## config.mk

```make
export PLATFORM = sky130hd
export DESIGN_NAME = sum_nb_serial
export DESIGN_NICKNAME = d
export VERILOG_FILES = /design/src/rtl/sum_nb_serial.sv
export SDC_FILE = /design/constraint.sdc
export NUM_CORES = 1
export LEC_CHECK = 0
export ABC_AREA = 1
export BUFFER_PORTS_ARGS = -buffer_cell sky130_fd_sc_hd__buf_2
export CAP_MARGIN = 0
export CORE_ASPECT_RATIO = 1.25
export CORE_MARGIN = 5
export CORE_UTILIZATION = 55
export DETAILED_ROUTE_END_ITERATION = 7
export PLACE_DENSITY = 0.9
export SYNTH_ARGS = -nofsm -noshare
export SYNTH_HDL_FRONTEND = slang
export SYNTH_SLANG_ARGS = --single-unit
```

## constraint.sdc

```tcl
create_clock -name clk -period 4 [get_ports clk]
set_clock_uncertainty 0.05 [all_clocks]
set_input_delay 0.2 -clock clk [delete_from_list [all_inputs] [get_ports clk]]
set_output_delay 0.2 -clock clk [all_outputs]
set_load 0.01 [all_outputs]
```

## src/rtl/sum_nb_serial.sv

```systemverilog
// Digit-serial adder/subtractor: adds DIGIT bits per clock, LSB digit first,
// and pulses done after WIDTH/DIGIT run cycles with sum, carry out and overflow.
module sum_nb_serial #(
    parameter int WIDTH = 16,
    parameter int DIGIT = 4
) (
    input  logic             clk,
    input  logic             rst,
    input  logic             start,
    input  logic [WIDTH-1:0] a,
    input  logic [WIDTH-1:0] b,
    input  logic             cin,
    input  logic             sub,
    output logic             busy,
    output logic             done,
    output logic [WIDTH-1:0] sum,
    output logic             cout,
    output logic             ovf
);

    // state | meaning
    // IDLE  | waiting for start; results from the last operation held
    // RUN   | one digit processed per clock, LSB digit first

    localparam int D  = WIDTH / DIGIT;
    localparam int IW = (D > 1) ? $clog2(D) : 1;

    typedef enum logic {
        IDLE = 1'b0,
        RUN  = 1'b1
    } state_t;

    state_t           state_q;
    logic [IW-1:0]    idx_q;
    logic             carry_q;
    logic [WIDTH-1:0] a_q;
    logic [WIDTH-1:0] b_q;
    logic [WIDTH-1:0] sum_q;
    logic             cout_q;
    logic             ovf_q;
    logic             done_q;
    logic             busy_q;

    logic [DIGIT-1:0] a_dig;
    logic [DIGIT-1:0] b_dig;
    logic [DIGIT:0]   dres;
    logic             last;

    always_comb begin
        a_dig = a_q[int'(idx_q)*DIGIT +: DIGIT];
        b_dig = b_q[int'(idx_q)*DIGIT +: DIGIT];
        dres  = {1'b0, a_dig} + {1'b0, b_dig} + {{DIGIT{1'b0}}, carry_q};
        last  = (idx_q == IW'(D - 1));
    end

    always_ff @(posedge clk) begin
        if (rst) begin
            state_q <= IDLE;
            idx_q   <= '0;
            carry_q <= 1'b0;
            a_q     <= '0;
            b_q     <= '0;
            sum_q   <= '0;
            cout_q  <= 1'b0;
            ovf_q   <= 1'b0;
            done_q  <= 1'b0;
            busy_q  <= 1'b0;
        end else begin
            done_q <= 1'b0;
            case (state_q)
                IDLE: begin
                    if (start) begin
                        a_q     <= a;
                        // subtraction is a + ~b + 1; the carry register supplies the +1
                        b_q     <= sub ? ~b : b;
                        carry_q <= sub | cin;
                        idx_q   <= '0;
                        busy_q  <= 1'b1;
                        state_q <= RUN;
                    end
                end
                RUN: begin
                    sum_q[int'(idx_q)*DIGIT +: DIGIT] <= dres[DIGIT-1:0];
                    carry_q <= dres[DIGIT];
                    if (last) begin
                        cout_q  <= dres[DIGIT];
                        // a^b^s at the MSB recovers the carry into the MSB
                        ovf_q   <= a_dig[DIGIT-1] ^ b_dig[DIGIT-1] ^ dres[DIGIT-1] ^ dres[DIGIT];
                        done_q  <= 1'b1;
                        busy_q  <= 1'b0;
                        idx_q   <= '0;
                        state_q <= IDLE;
                    end else begin
                        idx_q <= idx_q + 1'b1;
                    end
                end
                default: state_q <= IDLE;
            endcase
        end
    end

    assign busy = busy_q;
    assign done = done_q;
    assign sum  = sum_q;
    assign cout = cout_q;
    assign ovf  = ovf_q;

endmodule

```

==> After elaboration in Yosys (flattened, before gate mapping) <==
Cells that the tools add are included.
{ "classes": {"n_addsub": 4, "n_eq_ne": 3, "shift": 4, "muxes": 14, "bitwise": 6, "reduce_logical": 4} }
{ "op_table": {"columns": ["operator", "n"], "rows": [
  ["negator 4 -> 33 bit", 1],
  ["variable shift 4 x 33 -> 16 bit, first input constant", 1],
  ["indexed part select 4 x 33 -> 16 bit", 1],
  ["indexed part select 16 x 5 -> 4 bit", 2],
  ["bitwise mux 16 bit", 1],
  ["two-way mux 16 bit", 1],
  ["NOT 16 bit", 1],
  ["two-way mux 1 bit", 6],
  ["one-hot mux 1 bit (2 select lines)", 3],
  ["AND reduction 2 bit", 3],
  ["adder 4 x 4 -> 5 bit", 1],
  ["adder 5 x 1 -> 5 bit", 1],
  ["two-way mux 2 bit", 2],
  ["one-hot mux 2 bit (2 select lines)", 1],
  ["XOR 1 bit", 3],
  ["adder 2 x 1 -> 2 bit, second input constant", 1],
  ["equality test 2 bit, second input constant", 1],
  ["inequality test 2 x 1 -> 1 bit, second input constant", 1],
  ["inequality test 2 bit, second input constant", 1],
  ["OR reduction 2 bit", 1],
  ["NOT 1 bit", 1],
  ["OR 1 bit", 1]
]} }
{ "word_totals": {"ff_bits": 56, "input_bits": 37, "out_inout_bits": 20, "wordCells": 45} }

==> Logic depth before layout (Yosys ltp) <==
Gate-level depths: netlist of run 1.
{ "logic_depth": {"ltp_word": 5, "mapped_depth": 12, "depth_no_buf": 11} }

==> Least setup slack after synthesis of run 1 <==
No wires, ideal clock.
{ "synth_timing": {"path_type": "reg-to-reg", "start": "register idx_q[1]", "end": "register sum_q[14] (netlist: sum[14])", "setup_time_ns": 0.067, "arrival_time_ns": 2.283, "required_ns": 3.883, "slack_ns": 1.599, "path_stages_with_launch": 12, "path_buffers": 1, "synth_period_minus_slack_ns": 2.401, "path_cell_list": "dfxtp_1 clkbuf_1 inv_1 o21ai_0 o22ai_1 fa_1 fa_1 xor2_1 nand2_1 nor2_2 nand2_1 a21oi_2"} }
{ "synth_between": {"elab_chain_cells": 5, "word_cells_on_any_way": 8, "classes_between": "add/sub (3); shift (4); mux (1)"} }
{ "synth_rtl": {"columns": ["element", "line_no", "text"], "rows": [
  ["start, declared", "34", "logic [IW-1:0] idx_q;"],
  ["start signal, assigned", "94", "idx_q <= idx_q + 1'b1;"],
  ["indexed part select 16 x 5 -> 4 bit (on tied branches)", "50, 51", null],
  ["adder 4 x 4 -> 5 bit", "52", "dres = {1'b0, a_dig} + {1'b0, b_dig} + {{DIGIT{1'b0}}, carry_q};"],
  ["adder 5 x 1 -> 5 bit", "52", null],
  ["indexed part select 4 x 33 -> 16 bit", "83", "sum_q[int'(idx_q)*DIGIT +: DIGIT] <= dres[DIGIT-1:0];"],
  ["bitwise mux 16 bit (*)", "83", null],
  ["end signal, assigned by index", "83", null],
  ["end, declared", "38", "logic [WIDTH-1:0] sum_q;"]
]} }
Mark *: on every way between the ends. The rest lies on a longest branch, timed or not.
A chain may end at the register's enable or synchronous reset.

==> Worst setup path in the final report of run 1 <==
{ "layout_timing": {"start": "register idx_q[1]", "end": "register sum_q[6] (netlist: sum[6])"} }
Same word-level chain as after synthesis.

==> qor.yml, run 1 <==
die_x_um: 71.2
relSlewSlack_pct: 43.0
cp_cell_sequence: "inv_1 -> o21ai_0 -> o22ai_1 -> fa_1 -> fa_1 -> xor2_1 -> nand2_1 -> nor2_2 -> nand2_1 -> a21oi_2"
clockRootBuffer: "clkbuf_8"
critical_path_class: "reg -> reg"
clk_pin_slew_ns: 0.09
place_ws_ns: 1.45
synthDistinctLibCells: 27
end_kind: "register"
max_freq_ghz: 0.380
die-area_sq_mm: 0.00617
reg2reg_depth: 10
cts_tree: "yes"
antenna_left: 0
hold_viol: 0
clkSinkCount: 56
min_from: "a[4]"
grt_pass1_wl_um: 9250
netlist_area_sq_mm: 0.00258
avgSynthCellArea_sq_um: 7.89
yosysSeqAreaShare_pct: 43.5
yosysWarnings: 0
syn_nets: 375
r2r_slack_ns: 1.37
ioPinCount: 57
crit_fanout: 13
reg2reg_from: "idx_q[1]$_SDFFE_PP0P_"
drt-initial-drc-count: 130
diodes: 0
critPathLaunchType: "register"
fin_nets: 420
globalplace.congestion: 0.903
gr-total-overflow: 0
p_total_mw: 1.16
synthCells: 327
rsz0062_at_grt: "no"
htreeDepth: 2
areaGrowthSynthToFinish_pct: 13.8
grt_antenna_before_repair: 0
min_path_type: "in -> reg"
layout-drive-gt1-share_pct: 19.9
timing.final.crit_share_pct: 65.7
grt_max_degree: 52
tritoncts.num_buffers: 5
cp.required_ns: 4.19
portBuffers: 56
slowest_stage: "dfxtp_1"
postCtsHoldBufs: 0
final_util_pct: 65.3
pwr_density_cell_mw_per_mm2: 395
totalWireLength_um: 5650
status: "complete, no violations"
synth.top_cell.area_share_pct: 43.5
clock_latency_ns: 0.31
ys_ff_latch: 56
synth_top_area_cell: "dfxtp_1"
cts_setup_buffers: 0
peakVddDrop_v: 0.000254
final_cell_area_sq_mm: 0.00293
via_per_inst: 5.35
grt_pass1_vias: 2130
routed-via-count: 2300
yosys-top-cells-area: "dfxtp_1, o21ai_0, nor2_1, a21oi_1, nand2_1"
route.detailed.drc: 0
wire_per_inst_um: 13.1
cts_resized: 0
max_slew.worst_pin.slew_ns: 0.854
dpl_cell_area_sq_mm: 0.00284
min_period_ns: 2.63
tns_ns: 0
drv_cap: 0
cp.arrival_ns: 2.82
critical_path.max_stage_delay_ns: 0.54
hold_depth: 3
timing.rr.end: "sum[6]$_SDFFE_PP0P_"
setup-violations-final: 0
min_to: "a_q[4]$_SDFFE_PP0P_"
power.leakage_nw: 1.26
dp_hpwl_um: 4230
start_util_pct: 57.4
cts_buffer_depth: 2
fp.coreArea_sq_mm: 0.00449
track_usage_pct: 18.3
slew_viol_final: 0
first_pass_iters: 4
die_h_um: 86.6
fp-row-count: 27
postLayoutSetupSlackWorst_ns: 1.37
how the worst max path moves through the flow:
stage | start | to | slack [ns] | cells past startpoint
final | idx_q[1]$_SDFFE_PP0P_ | sum[6]$_SDFFE_PP0P_ | 1.37 | 10
after global routing | idx_q[1]$_SDFFE_PP0P_ | sum[14]$_SDFFE_PP0P_ | 1.07 | 10
after CTS | idx_q[1]$_SDFFE_PP0P_ | sum[6]$_SDFFE_PP0P_ | 1.40 | 10
after detailed placement | idx_q[1]$_SDFFE_PP0P_ | sum[6]$_SDFFE_PP0P_ | 1.45 | 10
after global placement | idx_q[1]$_SDFFE_PP0P_ | sum[14]$_SDFFE_PP0P_ | 1.50 | 10
after floorplan | idx_q[1]$_SDFFE_PP0P_ | sum[14]$_SDFFE_PP0P_ | 1.60 | 11
layout by cell type, fill, tap and decap left out:
cell       n
a21oi_1   29
xor2_1     1
a31oi_1    1
nand2_2    2
nand3_1    8
clkbuf_8   7
nor2_2     1
inv_2      1
xnor2_1   16
a22oi_1    4
ha_1       9
nand4_1    2
buf_2     56
buf_4      1
nand2_1   38
o21ai_0   50
nor2_1    65
a21oi_2    2
o22ai_1    8
fa_1       2
a32oi_1    1
inv_1      8
nor2_4     3
dfxtp_1   56
nor4_4     1
synth_stat cells, drive strengths merged:
| library cell | number |
|---|---|
| nor2 | 69 |
| dfxtp | 56 |
| o21ai | 50 |
| nand2 | 40 |
| a21oi | 31 |
| xnor2 | 16 |
| buf | 14 |
| ha | 9 |
| inv | 9 |
| nand3 | 8 |
| o22ai | 8 |
| clkbuf | 5 |
| a22oi | 4 |
| fa | 2 |
| nand4 | 2 |
| a31oi | 1 |
| a32oi | 1 |
| nor4 | 1 |
| xor2 | 1 |
power by group:
| group | internal [mW] | switching [mW] |
|---|---|---|
| registers | 0.591 | 0.0216 |
| logic | 0.0846 | 0.137 |
| clock network | 0.154 | 0.169 |
| total | 0.830 | 0.328 |
sequential cells by signal, indices dropped and copies added, names as in the netlist:
register / flops
cout: 1
b_q: 16
carry_q: 1
sum: 16
busy: 1
idx_q: 2
state_q: 1
ovf: 1
done: 1
a_q: 16
metrics by stage:
| step | std cells | hold WS (ns) |
|---|---|---|
| after floorplan | 327 | 0.285 |
| after global placement | 423 | 0.378 |
| after detailed placement | 423 | 0.382 |
| after CTS | 430 | 0.0570 |
| after global routing | 430 | 0.0680 |
| final | 430 | 0.0582 |
metal layers:
metal | routed length, um | GRT usage, % | vias up
met2 | 2900 | 32.9 | 70
met4 | 133 | 7.52 | 0
li1 | - | - | 1182
met1 | 2250 | 20.3 | 1032
met5 | 0 | 0 | -
met3 | 362 | 4.52 | 16
worst max-delay path, delay by kind of cell, from the launching register on:
family	cells	cell delay, ns
AOI/OAI and AO/OA	3	0.35
xor gates and xnor gates	1	0.23
and+or+nand+nor	3	0.30
buffers and inverters	1	0.24
DFF	1	0.54
adders and majority gates	2	0.85
kinds of logic after synthesis:
| kind of cell | synth area share [%] |
|---|---|
| flops | 43.5 |
| compound gates | 19.7 |
| fa+ha+maj | 5.92 |
| simple gates | 19.9 |
| xor+xnor | 5.77 |
| buf+inv | 5.24 |
area by class of cell:
cell class / count / area, sq um
tap: 58 / 72.6
inverter: 9 / 33.8
multi-input combinational: 243 / 1320
timing repair buffer: 57 / 288
clock buffer: 7 / 96.3
sequential: 56 / 1120
fill: 388 / 1560
Power figures use the tool's default switching activity.
==> inputs of run 2 (changes only) <==
--- a/config.mk
+++ b/config.mk
@@ -10,9 +10,9 @@
 export CAP_MARGIN = 0
 export CORE_ASPECT_RATIO = 1.25
 export CORE_MARGIN = 5
-export CORE_UTILIZATION = 55
+export CORE_UTILIZATION = 48
 export DETAILED_ROUTE_END_ITERATION = 7
-export PLACE_DENSITY = 0.9
+export PLACE_DENSITY = 0.84
 export SYNTH_ARGS = -nofsm -noshare
 export SYNTH_HDL_FRONTEND = slang
 export SYNTH_SLANG_ARGS = --single-unit
==> constraint.sdc (replaced) <==
create_clock -name clk -period 2.4 [get_ports clk]
set_clock_uncertainty 0.05 [all_clocks]
set_input_delay 0.12 -clock clk [delete_from_list [all_inputs] [get_ports clk]]
set_output_delay 0.12 -clock clk [all_outputs]
set_load 0.01 [all_outputs]
==> qor.yml, run 2 (synthesis gave the netlist of run 1 again) <==
status: "complete, no violations"
power.leakage_nw: 1.35
final_cell_area_sq_mm: 0.00314
cts_buffer_depth: 2
clockRootBuffer: "clkbuf_8"
final_common_cell: "nor2_1"
diodes: 0
layout-drive-gt1-share_pct: 21.8
min_path_type: "in -> reg"
dp_cells: 436
die-area_sq_mm: 0.00695
clock_latency_ns: 0.32
peakVddDrop_v: 0.000279
reg2reg_depth: 11
htreeDepth: 2
timing.rr.end: "ovf$_SDFFE_PP0P_"
first_pass_iters: 4
pwr_density_cell_mw_per_mm2: 616
hold_viol: 0
hold_ws_ns: 0.0195
fillCellCount: 454
multi_input_area_sq_mm: 0.00134
globalplace.congestion: 0.845
cts_tree: "yes"
layout_common_cells: "nor2_1, buf_2, dfxtp_1"
tns_ns: 0
min_period_ns: 2.28
p_total_mw: 1.94
cts_setup_buffers: 0
max_freq_ghz: 0.439
cp.arrival_ns: 2.43
r2r_slack_ns: 0.12
critical_path.max_stage_delay_ns: 0.45
drt-initial-drc-count: 133
crit_buf_inv: 1
route.detailed.drc: 0
clkSinkCount: 56
reg2reg_from: "idx_q[0]$_SDFFE_PP0P_"
hold_depth: 3
min_to: "a_q[11]$_SDFFE_PP0P_"
areaGrowthSynthToFinish_pct: 21.9
wire_per_inst_um: 13.7
critical_path_class: "reg -> reg"
start_util_pct: 50.0
die_h_um: 92.0
fp-row-count: 29
drv_cap: 0
crit_fanout: 9
slowest_stage: "fa_1"
tritoncts.num_buffers: 5
setup-violations-final: 0
totalWireLength_um: 6270
grt_antenna_before_repair: 0
relSlewSlack_pct: 45.0
critPathLaunchType: "register"
via_per_inst: 5.42
fp.coreArea_sq_mm: 0.00515
track_usage_pct: 19.0
grt_pass1_vias: 2316
path_delay_family: "adder cells"
gr-total-overflow: 0
dp_hpwl_um: 4350
grt_max_degree: 47
end_kind: "register"
cp_cell_sequence: "inv_1 -> o21ai_0 -> o22ai_1 -> fa_1 -> fa_2 -> nand3_1 -> nand2_1 -> nor2_1 -> nor2_1 -> nand2_1 -> a21oi_1"
routed-via-count: 2475
clk_pin_slew_ns: 0.09
rsz0062_at_grt: "yes"
slew_viol_final: 0
ioPinCount: 57
portBuffers: 56
grt_pass1_wl_um: 10400
fin_nets: 443
antenna_left: 0
timing.final.crit_share_pct: 95.0
fin_cells: 457
regArea_sq_mm: 0.00112
dpl_cell_area_sq_mm: 0.00291
max_slew.worst_pin.slew_ns: 0.824
min_from: "a[11]"
die_x_um: 75.6
cp.required_ns: 2.55
## run 2: layout make-up
type	instances	share of cell area, %
clock inverter	1	0.159
timing repair buffer	80	15.8
sequential	56	35.8
clock buffer	6	2.31
tap	62	2.47
multi-input combinational	243	42.5
inverter	9	1.07
## run 2: worst max path at each step
| stage | startpoint | endpoint | slack [ns] | cells after the start |
|---|---|---|---|---|
| floorplan | idx_q[0]$_SDFFE_PP0P_ | sum[14]$_SDFFE_PP0P_ | 0.007 | 11 |
| global placement | idx_q[0]$_SDFFE_PP0P_ | sum[14]$_SDFFE_PP0P_ | 0.01 | 10 |
| detailed placement | idx_q[0]$_SDFFE_PP0P_ | sum[14]$_SDFFE_PP0P_ | -0.1 | 10 |
| CTS | idx_q[0]$_SDFFE_PP0P_ | sum[14]$_SDFFE_PP0P_ | 0.04 | 10 |
| global route | idx_q[0]$_SDFFE_PP0P_ | sum[6]$_SDFFE_PP0P_ | -0.004 | 10 |
| finish | idx_q[0]$_SDFFE_PP0P_ | ovf$_SDFFE_PP0P_ | 0.12 | 11 |
## run 2: through the flow
step           setup slack [ns]  utilization (%)
2_1_floorplan           0.00738                -
3_3_place_gp             0.0141             56.5
3_5_place_dp            -0.0998             56.5
4_1_cts                  0.0369             60.9
5_1_grt                -0.00379             61.0
6_report                  0.120             61.0
## run 2: layer usage
layer,vias up,wire length [um],global-route usage [%]
met5,-,0,0
met4,0,267,11.4
met3,23,365,3.72
met2,88,3150,30.8
met1,1145,2480,22.7
li1,1219,-,-
## run 2: repair_timing
action	in CTS	in global routing
hold buffers	14	0
endpoints found under the hold margin	14	0
setup endpoints to repair	5	7
gates resized for setup	2	4
## run 2: report_power, final
part | switching, mW | internal (mW) | total (mW) | leakage (nW)
sequential | 0.0365 | 0.985 | 1.02 | 0.460
clock | 0.296 | 0.199 | 0.496 | 0.0410
combinational | 0.246 | 0.173 | 0.419 | 0.850
total | 0.578 | 1.36 | 1.94 | 1.35
## run 2: worst register-to-register path, stage by stage, from the launching register on
cell,delay [ns]
dfxtp_4,0.40
inv_1,0.12
o21ai_0,0.18
o22ai_1,0.11
fa_1,0.45
fa_2,0.39
nand3_1,0.10
nand2_1,0.11
nor2_1,0.10
nor2_1,0.04
nand2_1,0.06
a21oi_1,0.05
==> inputs of run 3 (changes only) <==
--- a/config.mk
+++ b/config.mk
@@ -10,9 +10,10 @@
 export CAP_MARGIN = 0
 export CORE_ASPECT_RATIO = 1.25
 export CORE_MARGIN = 5
-export CORE_UTILIZATION = 48
+export CORE_UTILIZATION = 50
+export CTS_BUF_LIST = sky130_fd_sc_hd__clkbuf_8
 export DETAILED_ROUTE_END_ITERATION = 7
-export PLACE_DENSITY = 0.84
+export PLACE_DENSITY = 0.86
 export SYNTH_ARGS = -nofsm -noshare
 export SYNTH_HDL_FRONTEND = slang
 export SYNTH_SLANG_ARGS = --single-unit
==> qor.yml, run 3 (synthesis gave the netlist of run 1 again) <==
min_from: "a[14]"
min_to: "a_q[14]$_SDFFE_PP0P_"
power.leakage_nw: 1.36
clock_latency_ns: 0.32
reg2reg_from: "idx_q[0]$_SDFFE_PP0P_"
gr-total-overflow: 0
critical_path_class: "reg -> reg"
cp.arrival_ns: 2.47
clk_pin_slew_ns: 0.09
reg2reg_depth: 10
route.detailed.drc: 0
totalWireLength_um: 5990
setup-violations-final: 0
crit_start: "idx_q[0]$_SDFFE_PP0P_"
crit_fanout: 9
grt_max_degree: 51
hold_depth: 3
areaGrowthSynthToFinish_pct: 22.9
grt_antenna_before_repair: 0
start_util_pct: 51.1
min_path_type: "in -> reg"
cp.required_ns: 2.60
track_usage_pct: 18.5
fin_nets: 441
drv_cap: 0
routed-via-count: 2398
grt_pass1_wl_um: 10000
globalplace.congestion: 0.916
cts_buffer_depth: 2
final_util_pct: 62.8
cts_tree: "yes"
cts_setup_buffers: 0
drt-initial-drc-count: 143
p_total_mw: 2.05
htreeDepth: 2
slew_viol_final: 0
dp_hpwl_um: 4230
critPathLaunchType: "register"
clkSinkCount: 56
antenna_left: 0
hold_viol: 0
portBuffers: 56
die_x_um: 74.2
r2r_slack_ns: 0.14
grt_pass1_vias: 2362
ioPinCount: 57
diodes: 0
max_slew.worst_pin.slew_ns: 0.787
wire_per_inst_um: 13.1
rsz0062_at_grt: "no"
clockRootBuffer: "clkbuf_8"
tritoncts.num_buffers: 5
via_per_inst: 5.26
pwr_density_cell_mw_per_mm2: 646
status: "complete, no violations"
die-area_sq_mm: 0.00670
final_common_cell: "nor2_1"
layout-drive-gt1-share_pct: 22.8
fp.coreArea_sq_mm: 0.00504
timing.final.crit_share_pct: 94.2
layout_common_cells: "nor2_1, buf_2, dfxtp_1"
die_h_um: 90.3
end_kind: "register"
first_pass_iters: 4
min_period_ns: 2.26
fp-row-count: 29
peakVddDrop_v: 0.000354
max_freq_ghz: 0.442
relSlewSlack_pct: 47.5
timing.rr.end: "sum[14]$_SDFFE_PP0P_"
## run 3: layout make-up
| class | count | area (sq um) |
|---|---|---|
| clock buffers | 5 | 68.8 |
| inverters | 9 | 33.8 |
| fillers | 404 | 1870 |
| repair buffers | 78 | 475 |
| flip-flops and latches | 56 | 1120 |
| well taps | 62 | 77.6 |
| clock inverters | 3 | 38.8 |
| multi-input cells | 243 | 1350 |
## run 3: layer usage
layer	vias up	routed length, um	GRT usage, %	part of all wire (%)
li1	1226	-	-	-
met1	1087	2410	21.0	40
met2	70	3100	31.8	52
met3	15	331	4.23	5.5
met4	0	152	8.75	2.5
met5	-	0	0	0
## run 3: worst max path at each step
stage	end	slack, ns
global placement	sum[14]$_SDFFE_PP0P_	0.03
CTS	sum[14]$_SDFFE_PP0P_	0.009
finish	sum[14]$_SDFFE_PP0P_	0.14
floorplan	sum[14]$_SDFFE_PP0P_	0.007
detailed placement	sum[14]$_SDFFE_PP0P_	-0.05
global route	sum[6]$_SDFFE_PP0P_	0.01
## run 3: where the power goes
group,internal [mW],switching [mW]
clock,0.306,0.302
sequential,0.985,0.0377
combinational,0.176,0.243
## run 3: timing repair
item / in CTS / in global routing
hold buffers: 12 / 0
endpoints found under the setup margin: 2 / 10
endpoints found under the hold margin: 12 / 0
resized for setup: 1 / 10
## run 3: worst max-delay path, stage by stage, from the launching register on
cell and delay [ns]:
dfxtp_4 0.39, inv_1 0.11, o21ai_0 0.18, o22ai_1 0.11, fa_1 0.42, fa_2 0.39
xor2_2 0.18, nand2_1 0.08, nor2_2 0.10, nand2_1 0.07, a21oi_2 0.10
## run 3: per-stage QoR
stage | setup WS [ns] | cells | instance area [sq um] | TNS (ns) | hold WS, ns
final | 0.138 | 456 | 3170 | 0 | 0.00340
after CTS | 0.00927 | 456 | 3140 | 0 | 0.000713
after floorplan | 0.00738 | 327 | 2580 | 0 | 0.205
after detailed placement | -0.0466 | 436 | 2910 | -0.0902 | 0.298
after global placement | 0.0263 | 436 | 2910 | 0 | 0.295
after global routing | 0.00992 | 456 | 3170 | 0 | 0.00914
